$ cat config.mk
export PLATFORM = sky130hd
export DESIGN_NAME = mips_multicycle_ctrl
export DESIGN_NICKNAME = d
export VERILOG_FILES = /design/src/rtl/mips_multicycle_ctrl.sv
export SDC_FILE = /design/constraint.sdc
export NUM_CORES = 1
export LEC_CHECK = 0
export CAP_MARGIN = 20
export CORE_MARGIN = 2
export CORE_UTILIZATION = 38
export CTS_BUF_LIST = sky130_fd_sc_hd__clkbuf_8
export DETAILED_ROUTE_END_ITERATION = 8
export PLACE_DENSITY_LB_ADDON = 0.05
export SYNTH_ARGS = -nofsm -noshare
export SYNTH_HDL_FRONTEND = slang
export SYNTH_SLANG_ARGS = --single-unit
$ cat constraint.sdc
create_clock -name clk -period 1.3 [get_ports clk]
set_input_delay 0.26 -clock clk [delete_from_list [all_inputs] [get_ports clk]]
set_output_delay 0.26 -clock clk [all_outputs]
set_load 0.05 [all_outputs]
$ cat src/rtl/mips_multicycle_ctrl.sv
// mips_multicycle_ctrl
// Multicycle control FSM for the MIPS core. Steps the shared datapath
// (memory port, IR, register file, ALU, PC) through the instruction phases
// and sets the immediate extender mode. Every datapath output is a Moore
// decode of the current state; mem_ready and zero gate a few strobes.
//
// Memory handshake: in FETCH, MEMRD and MEMWR mem_req is held high every
// cycle until the cycle in which mem_ready=1. That cycle completes the access
// and the FSM leaves the state on the next edge. mem_ready is ignored in all
// other states. With MEM_WAIT_EN=0 every access completes in one cycle.
//
// Ports:
//   clk, rst_n        clock (rising edge), asynchronous active-low reset
//   opcode, funct     IR[31:26] and IR[5:0]
//   zero              ALU zero flag of the current cycle
//   mem_ready         memory completes the access this cycle
//   mem_req, mem_write, iord            memory port control
//   ir_write, pc_write, pc_src          IR / PC load control
//   alu_src_a, alu_src_b, alu_ctl       ALU operand and operation select
//   imm_sel                             extender: 00 sign, 01 zero, 10 upper
//   reg_dst, mem_to_reg, reg_write      register file write-back control
//   illegal                             one-cycle pulse on unsupported code
//   state                               current FSM state, for debug
module mips_multicycle_ctrl #(
   parameter int MEM_WAIT_EN = 1
) (
   input  logic       clk,
   input  logic       rst_n,
   input  logic [5:0] opcode,
   input  logic [5:0] funct,
   input  logic       zero,
   input  logic       mem_ready,
   output logic       mem_req,
   output logic       mem_write,
   output logic       iord,
   output logic       ir_write,
   output logic       pc_write,
   output logic [1:0] pc_src,
   output logic       alu_src_a,
   output logic [1:0] alu_src_b,
   output logic [2:0] alu_ctl,
   output logic [1:0] imm_sel,
   output logic       reg_dst,
   output logic       mem_to_reg,
   output logic       reg_write,
   output logic       illegal,
   output logic [3:0] state
);

   localparam logic [3:0] S_FETCH   = 4'd0;
   localparam logic [3:0] S_DECODE  = 4'd1;
   localparam logic [3:0] S_MEMADR  = 4'd2;
   localparam logic [3:0] S_MEMRD   = 4'd3;
   localparam logic [3:0] S_MEMWB   = 4'd4;
   localparam logic [3:0] S_MEMWR   = 4'd5;
   localparam logic [3:0] S_REX     = 4'd6;
   localparam logic [3:0] S_RWB     = 4'd7;
   localparam logic [3:0] S_BRANCH  = 4'd8;
   localparam logic [3:0] S_IMMEX   = 4'd9;
   localparam logic [3:0] S_IMMWB   = 4'd10;
   localparam logic [3:0] S_JUMP    = 4'd11;
   localparam logic [3:0] S_ILLEGAL = 4'd12;

   localparam logic [5:0] OP_RTYPE = 6'b000000;
   localparam logic [5:0] OP_LW    = 6'b100011;
   localparam logic [5:0] OP_SW    = 6'b101011;
   localparam logic [5:0] OP_BEQ   = 6'b000100;
   localparam logic [5:0] OP_BNE   = 6'b000101;
   localparam logic [5:0] OP_ADDI  = 6'b001000;
   localparam logic [5:0] OP_SLTI  = 6'b001010;
   localparam logic [5:0] OP_ANDI  = 6'b001100;
   localparam logic [5:0] OP_ORI   = 6'b001101;
   localparam logic [5:0] OP_LUI   = 6'b001111;
   localparam logic [5:0] OP_J     = 6'b000010;

   localparam logic [2:0] ALU_ADD = 3'b010;
   localparam logic [2:0] ALU_SUB = 3'b110;
   localparam logic [2:0] ALU_AND = 3'b000;
   localparam logic [2:0] ALU_OR  = 3'b001;
   localparam logic [2:0] ALU_SLT = 3'b111;

   logic [3:0] state_q, state_d;
   logic       ready;
   logic       r_ok;
   logic [2:0] r_ctl;
   // Strobes that must be forced low while reset is asserted.
   logic       mem_req_c, mem_write_c, ir_write_c, pc_write_c;
   logic       reg_write_c, illegal_c;

   assign ready = (MEM_WAIT_EN != 0) ? mem_ready : 1'b1;

   // R-type funct decode: supported flag and ALU operation.
   always_comb begin
      r_ok  = 1'b1;
      r_ctl = ALU_ADD;
      case (funct)
         6'b100000: r_ctl = ALU_ADD;
         6'b100010: r_ctl = ALU_SUB;
         6'b100100: r_ctl = ALU_AND;
         6'b100101: r_ctl = ALU_OR;
         6'b101010: r_ctl = ALU_SLT;
         default:   r_ok  = 1'b0;
      endcase
   end

   always_comb begin
      state_d     = S_FETCH;
      mem_req_c   = 1'b0;
      mem_write_c = 1'b0;
      ir_write_c  = 1'b0;
      pc_write_c  = 1'b0;
      reg_write_c = 1'b0;
      illegal_c   = 1'b0;
      iord        = 1'b0;
      pc_src      = 2'b00;
      alu_src_a   = 1'b0;
      alu_src_b   = 2'b00;
      alu_ctl     = 3'b000;
      imm_sel     = 2'b00;
      reg_dst     = 1'b0;
      mem_to_reg  = 1'b0;
      case (state_q)
         S_FETCH: begin
            mem_req_c  = 1'b1;
            alu_src_b  = 2'b01;
            alu_ctl    = ALU_ADD;
            ir_write_c = ready;
            pc_write_c = ready;
            state_d    = ready ? S_DECODE : S_FETCH;
         end
         S_DECODE: begin
            // Branch target PC + (sext(imm) << 2) is formed here speculatively.
            alu_src_b = 2'b11;
            alu_ctl   = ALU_ADD;
            case (opcode)
               OP_RTYPE:                                 state_d = r_ok ? S_REX : S_ILLEGAL;
               OP_LW, OP_SW:                             state_d = S_MEMADR;
               OP_BEQ, OP_BNE:                           state_d = S_BRANCH;
               OP_ADDI, OP_SLTI, OP_ANDI, OP_ORI, OP_LUI: state_d = S_IMMEX;
               OP_J:                                     state_d = S_JUMP;
               default:                                  state_d = S_ILLEGAL;
            endcase
         end
         S_MEMADR: begin
            alu_src_a = 1'b1;
            alu_src_b = 2'b10;
            alu_ctl   = ALU_ADD;
            state_d   = (opcode == OP_SW) ? S_MEMWR : S_MEMRD;
         end
         S_MEMRD: begin
            mem_req_c = 1'b1;
            iord      = 1'b1;
            state_d   = ready ? S_MEMWB : S_MEMRD;
         end
         S_MEMWB: begin
            reg_write_c = 1'b1;
            mem_to_reg  = 1'b1;
         end
         S_MEMWR: begin
            mem_req_c   = 1'b1;
            mem_write_c = 1'b1;
            iord        = 1'b1;
            state_d     = ready ? S_FETCH : S_MEMWR;
         end
         S_REX: begin
            alu_src_a = 1'b1;
            alu_ctl   = r_ctl;
            state_d   = S_RWB;
         end
         S_RWB: begin
            reg_write_c = 1'b1;
            reg_dst     = 1'b1;
         end
         S_BRANCH: begin
            alu_src_a  = 1'b1;
            alu_ctl    = ALU_SUB;
            pc_src     = 2'b01;
            pc_write_c = (opcode == OP_BNE) ? !zero : zero;
         end
         S_IMMEX: begin
            alu_src_a = 1'b1;
            alu_src_b = 2'b10;
            state_d   = S_IMMWB;
            case (opcode)
               OP_SLTI: alu_ctl = ALU_SLT;
               OP_ANDI: begin imm_sel = 2'b01; alu_ctl = ALU_AND; end
               OP_ORI:  begin imm_sel = 2'b01; alu_ctl = ALU_OR;  end
               // rs is $0 for lui, so OR passes the upper-extended immediate.
               OP_LUI:  begin imm_sel = 2'b10; alu_ctl = ALU_OR;  end
               default: alu_ctl = ALU_ADD;
            endcase
         end
         S_IMMWB: reg_write_c = 1'b1;
         S_JUMP: begin
            pc_src     = 2'b10;
            pc_write_c = 1'b1;
         end
         S_ILLEGAL: illegal_c = 1'b1;
         default: state_d = S_FETCH;
      endcase
   end

   always_ff @(posedge clk or negedge rst_n) begin
      if (!rst_n) state_q <= S_FETCH;
      else        state_q <= state_d;
   end

   // Gating with rst_n stops any write in the cycle reset is asserted,
   // including one already in progress when the FSM was mid-instruction.
   assign mem_req   = mem_req_c   & rst_n;
   assign mem_write = mem_write_c & rst_n;
   assign ir_write  = ir_write_c  & rst_n;
   assign pc_write  = pc_write_c  & rst_n;
   assign reg_write = reg_write_c & rst_n;
   assign illegal   = illegal_c   & rst_n;
   assign state     = state_q;

endmodule

==> insert_results.sql, run 1 <==
INSERT INTO impl_metrics (metric_group, metric, value, unit) VALUES
('floorplanning', 'initial_core_util', '40.8', '%'),
('yosys', 'synthesis.area_per_instance', '6.91', 'µm²'),
('yosys', 'synth.yosys.warnings', '0', ''),
('status', 'error_line', 'Error: detail_place.tcl, 38 bad optional access', ''),
('status', 'haltStage', 'detailed placement', ''),
('yosys', 'sequential_share_of_the_synthesized_area', '12.4', '%'),
('yosys', 'post_synth_main_area_contributors', 'dfrtp_1, nor2_1, a21oi_1', ''),
('placement', 'routabilityCongestion', '0.904', ''),
('yosys', 'synth-edff-count', '0', ''),
('yosys', 'netlist_area', '808', 'µm²'),
('placement', 'port_buffers', '38', ''),
('yosys', 'postSynthCellCount', '117', ''),
('floorplanning', 'ioPinCount', '39', ''),
('status', 'status', 'did not finish', ''),
('yosys', 'yosys_register_bits', '4', ''),
('yosys', 'synth_largest_type_area_fraction', '12.4', '%'),
('floorplanning', 'die_height', '50.1', 'µm'),
('yosys', 'synth-async-reset-ratio', '100', '%'),
('yosys', 'post-synth-top-count-cell', 'nor2_1', ''),
('yosys', 'yosysTopAreaCell', 'dfrtp_1', ''),
('yosys', 'synthDistinctLibCells', '48', ''),
('yosys', 'ys_dominant_reg_cell', 'dfrtp_1', ''),
('floorplanning', 'num_rows', '16', ''),
('yosys', 'synth_common_cells', 'nor2_1, nand2_1, a21oi_1', ''),
('floorplanning', 'die_x', '50.1', 'µm'),
('yosys', 'synth_fp_nets', '133', '');
==> kinds of logic after synthesis <==
family / after synthesis / share of synthesized area [%]
DFF: 4 / 12.4
AOI/OAI and AO/OA: 31 / 26.2
buffers and inverters: 14 / 7.90
muxes: 3 / 3.87
and+or+nand+nor: 63 / 47.5
xor gates and xnor gates: 2 / 2.17
==> through the flow <==
stage          setup TNS [ns]  setup WS (ns)  hold slack, ns  cells
2_1_floorplan           -7.16         -0.480         -0.0356    117
3_3_place_gp            -7.94         -0.743           0.531    222
==> inputs of run 2 (changes only) <==
- CORE_AREA: default -> 2 2 63 65
- CORE_MARGIN: 2 -> default
- CORE_UTILIZATION: 38 -> default
- CTS_BUF_LIST: sky130_fd_sc_hd__clkbuf_8 -> default
- DIE_AREA: default -> 0 0 65 67
- PLACE_DENSITY_LB_ADDON: 0.05 -> 0.15
- clock period: 1.3 -> 1.7 ns (I/O delays scaled with it)
==> insert_results.sql, run 2 <==
INSERT INTO impl_metrics (metric_group, metric, value, unit) VALUES
('status', 'status', 'finished, violations left', ''),
('status', 'violations', 'setup timing', ''),
('clocking', 'cts.root.buffer_cell', 'clkbuf_8', ''),
('setup_path', 'crit_path_start_kind', 'register', ''),
('layout', 'num-nets-final', '231', ''),
('global_routing', 'grt_first_pass_wirelength', '6380', 'µm'),
('yosys', 'synth_common_cells', 'nor2_1, nand2_1, a21oi_1', ''),
('power', 'clock_power_share', '5.4', '%'),
('setup_path', 'critPathMostFrequentCell', 'nor2_4', ''),
('sta', 'rsz_0062_raised_after_global_routing', 'yes', ''),
('global_routing', 'grt_max_degree', '10', ''),
('setup_path', 'critical_path_peak_fanout', '7', ''),
('routing', 'detail_route.first_pass.iterations', '4', ''),
('sta', 'finalCritPeriodShare', '114', '%'),
('setup_path', 'reg2regPathDepth', '8', ''),
('yosys', 'netlist_area', '808', 'µm²'),
('global_routing', 'globalRouteTotalUtil', '18.8', '%'),
('setup_path', 'worst_path_dominant_cell_family', 'simple AND/OR/NAND/NOR gates', ''),
('clocking', 'number_of_buffers_added_by_the_clock_tree_synthesis_step', '3', ''),
('floorplanning', 'num_rows', '22', ''),
('yosys', 'yosysTopAreaCell', 'dfrtp_1', ''),
('sta', 'post-route-min-period', '1.93', 'ns'),
('layout', 'post_route_cells_drive_above_1_share', '74.6', '%'),
('hold_path', 'hold_path_class', 'primary input to asynchronous set/reset pin', ''),
('global_routing', 'via_count_of_the_first_global_routing_pass', '1391', ''),
('sta', 'drv_slew', '0', ''),
('sta', 'hold_slack', '0.178', 'ns'),
('sta', 'achievable_frequency', '518', 'MHz'),
('setup_path', 'critical_path.slowest_cell', 'dfrtp_4', ''),
('yosys', 'post_synth_main_area_contributors', 'dfrtp_1, nor2_1, a21oi_1', ''),
('setup_path', 'cp_data_required_time', '1.36', 'ns'),
('global_routing', 'antenna_found_initial', '0', ''),
('power', 'power_density_over_cell_area', '1560', 'nW/µm²'),
('clocking', 'clkSinkCount', '4', ''),
('layout', 'mostFrequentLayoutCell', 'buf_4', ''),
('setup_path', 'reg2reg_to', 'state[1]', ''),
('floorplanning', 'die_height', '67', 'µm'),
('yosys', 'synth.yosys.warnings', '0', ''),
('clocking', 'clock_tree_from_tritoncts', 'done', ''),
('yosys', 'synthesis.area_per_instance', '6.91', 'µm²'),
('yosys', 'post-synth-top-count-cell', 'nor2_1', ''),
('setup_path', 'slowest_delay', '0.49', 'ns'),
('clocking', 'worst_skew_pair.late_latency', '0.22', 'ns'),
('global_routing', 'grt-ovfl-total', '0', ''),
('routing', 'ant_nets', '0', ''),
('clocking', 'cts.htree.levels', '1', ''),
('sta', 'setup_viol', '15', ''),
('yosys', 'yosys_register_bits', '4', ''),
('power', 'vdd_ir_drop_max', '529', 'µV'),
('setup_path', 'rr_startpoint', 'state[1]', ''),
('power', 'power.leakage', '0.954', 'nW'),
('yosys', 'sequential_share_of_the_synthesized_area', '12.4', '%'),
('placement', 'post-dp-hpwl', '2700', 'µm'),
('clocking', 'cts-root-to-sink-buffers', '2', ''),
('placement', 'routabilityCongestion', '0.822', ''),
('layout', 'largest_register_ffs', '4', ''),
('sta', 'slew_of_the_pin_with_the_lowest_slew_margin', '0.308', 'ns'),
('layout', 'antenna-diode-count', '0', ''),
('yosys', 'ys_dominant_reg_cell', 'dfrtp_1', ''),
('floorplanning', 'die_x', '65', 'µm'),
('floorplanning', 'core_region_area', '3610', 'µm²'),
('yosys', 'postSynthCellCount', '117', ''),
('floorplanning', 'initial_core_util', '22.4', '%'),
('setup_path', 'worstPathCellList', 'buf_6 -> nand2b_4 -> nor2_4 -> nand4_1 -> nor2_4 -> buf_12', ''),
('yosys', 'synth_fp_nets', '133', ''),
('yosys', 'synth_largest_type_area_fraction', '12.4', '%'),
('layout', 'layout.core_utilization', '65.2', '%'),
('sta', 'finalClockSkew', '0.00127', 'ns'),
('layout', 'fillers', '285', ''),
('routing', 'detailroute.via_count', '1279', ''),
('power', 'netSwitchingPower', '1.73', 'mW'),
('yosys', 'synthDistinctLibCells', '48', ''),
('layout', 'layout.cell_area.non_filler', '2350', 'µm²'),
('floorplanning', 'ioPinCount', '39', ''),
('power', 'seq_power_share', '6.9', '%'),
('clocking', 'clk_transition_reported_paths', '0.03', 'ns'),
('setup_path', 'worstSetupEndpoint', 'imm_sel[0]', ''),
('setup_path', 'setup.reg_to_reg.worst_slack', '0.04', 'ns'),
('yosys', 'synth-edff-count', '0', ''),
('layout', 'final_cell_mix', 'buf_4, buf_12, buf_6', ''),
('routing', 'initialDrtViolationCount', '26', ''),
('routing', 'route.detailed.wl_per_inst', '14.2', 'µm'),
('placement', 'placed_cell_area', '1930', 'µm²'),
('power', 'power.share.combinational', '87.6', '%'),
('setup_path', 'critical_path.n_buffers_inverters', '2', ''),
('layout', 'syn2layout_area_growth', '191', '%'),
('layout', 'layout.area.seq', '108', 'µm²'),
('setup_path', 'critical_path.endpoint_type', 'output port', ''),
('job', 'cap_violations', '0', ''),
('floorplanning', 'die-area', '4360', 'µm²'),
('sta', 'finalWorstSetupSlack', '-0.230', 'ns'),
('placement', 'port_buffers', '38', ''),
('setup_path', 'crit_type', 'register to output port', ''),
('routing', 'totalWireLength', '3720', 'µm'),
('sta', 'timing.max_slew.rel_slack', '79.4', '%'),
('setup_path', 'timing.critical_path.depth', '6', ''),
('setup_path', 'timing.critical_path.arrival', '1.59', 'ns'),
('power', 'swShare', '47.3', '%'),
('sta', 'final-hold-violation-count', '0', ''),
('layout', 'multiInputGateArea', '991', 'µm²'),
('power', 'p_total', '3.66', 'mW'),
('clocking', 'cts-hold-fix-buffers', '0', ''),
('routing', 'vias_per_cell', '4.90', ''),
('power', 'internal_power', '1.93', 'mW'),
('yosys', 'synth-async-reset-ratio', '100', '%'),
('setup_path', 'source_of_the_critical_timing_path', 'state[0]', ''),
('routing', 'drc_errors', '0', '');
[run 2: cell counts after synthesis]
No cell type changed its count.
[run 2: what timing repair did]
action | CTS | global route
endpoints found under the setup margin | 18 | 18
gates resized for setup | 73 | 18
setup buffers | 19 | 5
pin swaps | 15 | 12
[run 2: worst min path at each step]
stage           from  endpoint  slack, ns  cells past startpoint
2_1_floorplan  rst_n  state[1]       0.04                      0
6_report       rst_n  state[1]       0.18                      2
3_5_place_dp   rst_n  state[0]       0.66                      2
4_1_cts        rst_n  state[3]       0.18                      2
5_1_grt        rst_n  state[0]       0.22                      2
3_3_place_gp   rst_n  state[0]       0.67                      2
[run 2: through the flow]
step | TNS [ns] | instances | worst slack [ns]
after global routing | -3.02 | 261 | -0.299
after global placement | -3.80 | 238 | -0.568
after detailed placement | -4.06 | 238 | -0.603
after floorplan | -1.50 | 117 | -0.160
after CTS | -2.01 | 259 | -0.251
final | -2.22 | 261 | -0.230
[run 2: cell type report]
type	instances	share of cell area, %
Timing Repair Buffer	102	48.2
Multi-Input combinational cell	99	42.1
Sequential cell	4	4.57
Tap cell	48	2.55
Clock buffer	3	1.76
Inverter	5	0.798
[run 2: kinds of logic after synthesis]
kind of cell / count (synthesis) / synth area share, %
flip-flops: 4 / 12.4
buffers and inverters: 14 / 7.90
multiplexers: 3 / 3.87
AO/OA/AOI/OAI: 31 / 26.2
XOR/XNOR: 2 / 2.17
AND/OR/NAND/NOR: 63 / 47.5
[run 2: power by group through the flow]
stage               clock [mW]  sequential (mW)  combinational [mW]
finish                   0.199            0.254                3.21
global route             0.210            0.259                3.37
CTS                      0.201            0.242                3.04
detailed placement           0            0.248                2.62
global placement             0            0.246                2.59
floorplan                    0            0.331                1.26
[run 2: routing by layer]
layer  global-route usage [%]  vias to the layer above  routed length [µm]
met5                        0                        -                   0
met4                     6.38                        0                  64
met3                     1.69                        6                 122
met2                     36.5                       36                2110
met1                     21.2                      612                1420
li1                         -                      625                   -
Power figures use the tool's default switching activity.
